==> src/rtl/vga_fetch_sched.sv <==
// Frame-rate burst read scheduler: SDRAM framebuffer (Avalon-MM) -> VGA pixel FIFO.
// Latency: mem_read rises one cycle after frame_start; requests are held by FIFO credit and by mem_waitrequest.
module vga_fetch_sched #(
    parameter int              HDISP      = 800,
    parameter int              VDISP      = 480,
    parameter int              BURST      = 16,
    parameter int              FIFO_DEPTH = 256,
    parameter int              AW         = 32,
    parameter logic [AW-1:0]   BASE_ADDR  = '0
) (
    input  logic                            pixel_clk,
    input  logic                            pixel_rst_n,
    input  logic                            enable,
    input  logic                            frame_start,
    input  logic [$clog2(FIFO_DEPTH):0]     fifo_level,
    output logic [AW-1:0]                   mem_address,
    output logic                            mem_read,
    output logic [$clog2(BURST):0]          mem_burstcount,
    input  logic                            mem_waitrequest,
    input  logic                            mem_readdatavalid,
    output logic                            fifo_flush,
    output logic                            busy,
    output logic                            overrun
);

    localparam int LW      = $clog2(FIFO_DEPTH) + 1;
    localparam int CW      = LW + 2;
    localparam int NBURSTS = HDISP * VDISP / BURST;
    localparam int BCW     = $clog2(NBURSTS) + 1;

    typedef enum logic [2:0] {
        IDLE, WAIT_FRAME, FETCH, RESYNC, DRAIN
    } state_t;

    state_t         state_q, state_d;
    logic           mem_read_q, mem_read_d;
    logic [AW-1:0]  addr_q, addr_d;
    logic [LW-1:0]  outstanding_q, outstanding_d;
    logic [BCW-1:0] burst_cnt_q, burst_cnt_d;
    logic           overrun_q, overrun_d;
    logic           flush_q, flush_d;
    logic           busy_q, busy_d;

    logic           accept;
    logic           last_burst;
    logic           credit_ok;
    logic [CW-1:0]  credit_sum;

    assign accept     = mem_read_q && !mem_waitrequest;
    assign last_burst = (burst_cnt_q == BCW'(NBURSTS - 1));
    // Widened sum so a large fifo_level plus outstanding can never wrap past the limit.
    assign credit_sum = CW'(fifo_level) + CW'(outstanding_q) + CW'(BURST);
    assign credit_ok  = (credit_sum <= CW'(FIFO_DEPTH));

    always_comb begin
        state_d       = state_q;
        mem_read_d    = mem_read_q;
        addr_d        = addr_q;
        burst_cnt_d   = burst_cnt_q;
        overrun_d     = overrun_q;
        flush_d       = 1'b0;
        outstanding_d = outstanding_q;

        if (accept) begin
            outstanding_d = outstanding_d + LW'(BURST);
            mem_read_d    = 1'b0;
        end
        // Stray data with nothing outstanding (e.g. left over from before a reset) is ignored.
        if (mem_readdatavalid && (outstanding_q != '0 || accept))
            outstanding_d = outstanding_d - LW'(1);

        case (state_q)
            IDLE: begin
                if (enable)
                    state_d = WAIT_FRAME;
            end
            WAIT_FRAME: begin
                if (!enable) begin
                    state_d = DRAIN;
                end else if (frame_start) begin
                    state_d    = FETCH;
                    mem_read_d = credit_ok;
                end
            end
            FETCH: begin
                if (accept) begin
                    if (last_burst) begin
                        addr_d      = BASE_ADDR;
                        burst_cnt_d = '0;
                        state_d     = WAIT_FRAME;
                    end else begin
                        addr_d      = addr_q + AW'(BURST * 4);
                        burst_cnt_d = burst_cnt_q + BCW'(1);
                    end
                end
                // A stalled request keeps mem_read high; only new issues are suppressed.
                if (!enable) begin
                    state_d = DRAIN;
                end else if (frame_start) begin
                    overrun_d = 1'b1;
                    state_d   = RESYNC;
                end else if (!mem_read_q && credit_ok) begin
                    mem_read_d = 1'b1;
                end
            end
            RESYNC: begin
                if (!enable) begin
                    state_d = DRAIN;
                end else if (!mem_read_q && outstanding_q == '0) begin
                    flush_d     = 1'b1;
                    addr_d      = BASE_ADDR;
                    burst_cnt_d = '0;
                    state_d     = FETCH;
                end
            end
            DRAIN: begin
                if (!mem_read_q && outstanding_q == '0) begin
                    addr_d      = BASE_ADDR;
                    burst_cnt_d = '0;
                    state_d     = IDLE;
                end
            end
            default: state_d = IDLE;
        endcase

        busy_d = (state_d == FETCH) || (state_d == RESYNC) || (state_d == DRAIN);
    end

    always_ff @(posedge pixel_clk) begin
        if (!pixel_rst_n) begin
            state_q       <= IDLE;
            mem_read_q    <= 1'b0;
            addr_q        <= BASE_ADDR;
            outstanding_q <= '0;
            burst_cnt_q   <= '0;
            overrun_q     <= 1'b0;
            flush_q       <= 1'b0;
            busy_q        <= 1'b0;
        end else begin
            state_q       <= state_d;
            mem_read_q    <= mem_read_d;
            addr_q        <= addr_d;
            outstanding_q <= outstanding_d;
            burst_cnt_q   <= burst_cnt_d;
            overrun_q     <= overrun_d;
            flush_q       <= flush_d;
            busy_q        <= busy_d;
        end
    end

    assign mem_address    = addr_q;
    assign mem_read       = mem_read_q;
    assign mem_burstcount = ($clog2(BURST) + 1)'(BURST);
    assign fifo_flush     = flush_q;
    assign busy           = busy_q;
    assign overrun        = overrun_q;

endmodule
==> config.mk <==
export PLATFORM = sky130hd
export DESIGN_NAME = vga_fetch_sched
export DESIGN_NICKNAME = d
export VERILOG_FILES = /design/src/rtl/vga_fetch_sched.sv
export SDC_FILE = /design/constraint.sdc
export NUM_CORES = 1
export LEC_CHECK = 0
export ABC_AREA = 1
export CAP_MARGIN = 5
export CORE_MARGIN = 2
export CORE_UTILIZATION = 45
export CTS_BUF_LIST = sky130_fd_sc_hd__clkbuf_8 sky130_fd_sc_hd__clkbuf_16
export DETAILED_ROUTE_END_ITERATION = 6
export HOLD_SLACK_MARGIN = 0.02
export PLACE_DENSITY = 0.76
export SLEW_MARGIN = 5
export SYNTH_ARGS = -nofsm -noshare
export SYNTH_HDL_FRONTEND = slang
export SYNTH_SLANG_ARGS = --single-unit
==> constraint.sdc <==
create_clock -name pixel_clk -period 2.9 [get_ports pixel_clk]
set_input_delay 0.87 -clock pixel_clk [delete_from_list [all_inputs] [get_ports pixel_clk]]
set_output_delay 0.87 -clock pixel_clk [all_outputs]
set_load 0.1 [all_outputs]
==> results.txt <==
status = finished, final reports clean
Worst Setup SP = fifo_level[1]
Post-synth EDFFs = 0
Die Span Y = 99.92 um
slowest CP cell = clkdlybuf4s50_1
Starting Density = 45.67%
main combinational cell family by area after synthesis = simple AND/OR/NAND/NOR gates
critical path depth = 14
worst endpoint data arrival time = 2930 ps
PwrDens = 572.8 nW/um^2
CTS tree = done
Simple-Gate Fraction of Synth Area = 35.63%
Post-Syn Area = 4140 um^2
clk slew on worst S/H paths = 70 ps
Area Overhead vs Synth = 16.92%
Tmin final = 2659 ps
flops & latches, synth = 58
reg-to-reg startpoint = burst_cnt_q[0]
PostCTS Resize Cnt = 0
Iteration-0 DRC Markers = 245
dpl ws = -87.74 ps
pin slew with the least headroom to its limit = 540.7 ps
Worst Skew = 11.35 ps
crit-path most repeated cell = nand3_1
CP startpoint kind = input pin
Root Buffer = clkbuf_8
CP bufs+invs = 3
share of cells above drive strength 1 = 14.74%
antenna viol nets, final = 0
H-Tree Depth = 3
fin crit share = 91.67%
# diodes = 0
largest net degree at the start of global routing = 23
final instance area = 4841 um^2
vias in the first global route = 3676
final setup fails = 0
core area = 9065 um^2
Clock Sink Count = 58
r2r worst-path depth = 11
antenna violations before repair = 0
Clk Latency, worst-skew pair = 340 ps
Worst Hold Class = reg -> reg
num rows = 35
Synth Warn # = 0
Slew Limit Fails = 0
Post-Synth Adder-Cell Area = 7.434%
cts bufs inserted = 9
Post-DP Area = 4624 um^2
Synth Flop Type = dfxtp_1
GR Util All Layers = 20.06%
Syn Area/Cell = 6.561 um^2
Final Worst Setup Slack = 241.5 ps
num ports = 56
Post-CTS Hold Fix Bufs = 0
RSZ-0062 raised after global routing = false
Async SR Flop Fraction = 0%
XOR/XNOR Fraction of Synth Area = 1.904%
CP cell instances = clkdlybuf4s50_1, ha_1, ha_1, inv_1, fa_1, inv_1, nand3_1, nand3_1, nand3_1, nor2_1, nand3_1, nand2_1, nand3_1, a21oi_1
Overflow after GRT = 0
final wirelength = 9845 um
Worst Setup End Kind = register
CP top delay family = adder cells
Final #Nets = 726
DRT Pass-1 Iters = 5
sequential share of the synthesized area = 28.04%
Port Buffers = 44
Setup CP Type = in -> reg
WP data required = 3180 ps
Synth Area in Compound Gates = 13.57%
via count = 4197
vias per cell = 5.227
GP Congestion = 0.9246
Leak = 2.123 nW
Total Power = 0.002773 W
multiplexer share of the synthesized area = 0%
Synth Instances = 631
peak fanout along the critical path = 3
die footprint = 9984 um^2
DPL Wire Length = 7601 um
Netlist cell types = 42
die width = 99.92 um
first-pass GRT wire length = 16500 um
slew margin rel. = 63.62%
postcts setup bufs = 0
Fmax = 376.1 MHz
post-DR wirelength/cell = 12.26 um
crit-path max cell delay = 400 ps
Layout fillers = 872
Max VDD drop = 0.0002671 V
Longest Clk Path Bufs = 2
Hold Crit Start = overrun
Hold Crit Depth = 2
detailed-route DRC error count = 0
MaxCap Viol Count = 0
Final Hold Viols = 0
==> logic make-up (layout without fill, tap and decap cells) <==
kind of cell / count (synthesis) / in the layout
AO/OA/AOI/OAI: 90 / 90
XOR/XNOR: 9 / 9
adder cells (fa/ha/maj): 24 / 24
buffers and inverters: 126 / 178
flip-flops: 58 / 58
other: 2 / 11
AND/OR/NAND/NOR: 322 / 322
==> sequential cells by signal, summed over array words and instances, names as in the netlist <==
register and count:
mem_address 26, burst_cnt_q 16, outstanding_q 9, state_q 3, busy 1, fifo_flush 1, mem_read 1, overrun 1
==> metrics by stage <==
stage / hold slack (ps) / util (%) / TNS, ps / std cells
2_1_floorplan: 458.2 / - / 0 / 640
6_report: 486.9 / 53.40 / 0 / 803
4_1_cts: 495.0 / 53.40 / 0 / 803
5_1_grt: 517.9 / 53.40 / 0 / 803
3_3_place_gp: 465.5 / 51.01 / -87.85 / 787
3_5_place_dp: 475.4 / 51.01 / -87.74 / 787
==> synthesized netlist by cell type, types with 7 or more instances <==
cell / count / area share [%]
inv_1: 100 / 9.1
nand4_1: 23 / 3.5
a21oi_1: 38 / 4.6
o21ai_2: 10 / 2.1
a21oi_2: 9 / 1.9
ha_1: 23 / 7.0
o21ai_0: 21 / 2.5
nand2_1: 139 / 13
buf_4: 11 / 2.0
dfxtp_1: 58 / 28
xor2_1: 7 / 1.5
nand3_1: 50 / 6.0
nor3_1: 20 / 2.4
nor2_1: 64 / 5.8
==> cells in the final DEF (no fill, tap or decap), types with 2 or more instances in the layout <==
cell | netlist | routed
xor2_1 | 7 | 7
inv_1 | 100 | 102
nor3_1 | 20 | 20
clkbuf_8 | 0 | 13
nand2_1 | 139 | 139
conb_1 | 2 | 11
nor2_2 | 5 | 5
inv_2 | 4 | 4
nand3_1 | 50 | 50
a31oi_1 | 3 | 3
o21ai_2 | 10 | 10
o21bai_1 | 4 | 4
o21ai_0 | 21 | 21
a21oi_1 | 38 | 38
nor2_1 | 64 | 64
nor2_4 | 4 | 4
dfxtp_1 | 58 | 58
clkdlybuf4s50_1 | 0 | 14
xnor2_1 | 2 | 2
nor4_1 | 4 | 4
buf_4 | 11 | 43
ha_1 | 23 | 23
a21oi_2 | 9 | 9
nand4_1 | 23 | 23
nand2_2 | 5 | 5
==> cell type report <==
cell class | count | area (um^2) | share of cell area, %
sequential | 58 | 1161 | 23.99
clock inverter | 3 | 37.54 | 0.7754
multi-input combinational | 456 | 2465 | 50.92
tap | 111 | 138.9 | 2.869
inverter | 105 | 396.6 | 8.193
timing repair buffer | 57 | 462.9 | 9.563
clock buffer | 13 | 178.9 | 3.696
==> final timing paths <==
check / slack (ps) / end
setup / recovery: 240 / mem_read
hold / removal: 490 / overrun
hold reg to reg: 490 / overrun
setup reg to reg: 600 / burst_cnt_q[2]
==> report_power, final <==
part | switching [W] | leakage, nW | internal (W)
Combinational | 0.000683 | 1.54 | 0.000366
Clock | 0.000324 | 0.118 | 0.000485
Sequential | 0.0000629 | 0.469 | 0.000852
Total | 0.00107 | 2.12 | 0.00170
==> metal layers <==
metal	routed length [um]	vias to the layer above	track usage, %
met5	0	-	0
met4	186	0	8.535
met3	496	22	3.134
met2	4605	146	32.80
met1	4557	1894	26.37
li1	-	2135	-
==> worst reg2reg max path, cell delays in order, from the launching register on <==
cell and delay, ps:
dfxtp_1 350, ha_1 240, nand3_1 130, inv_1 100, nand3_1 160, inv_1 80, nand4_1 170, nand2_2 190
a21oi_4 340, buf_4 270, o21ai_0 110, a21oi_1 120
Power figures use the tool's default switching activity.
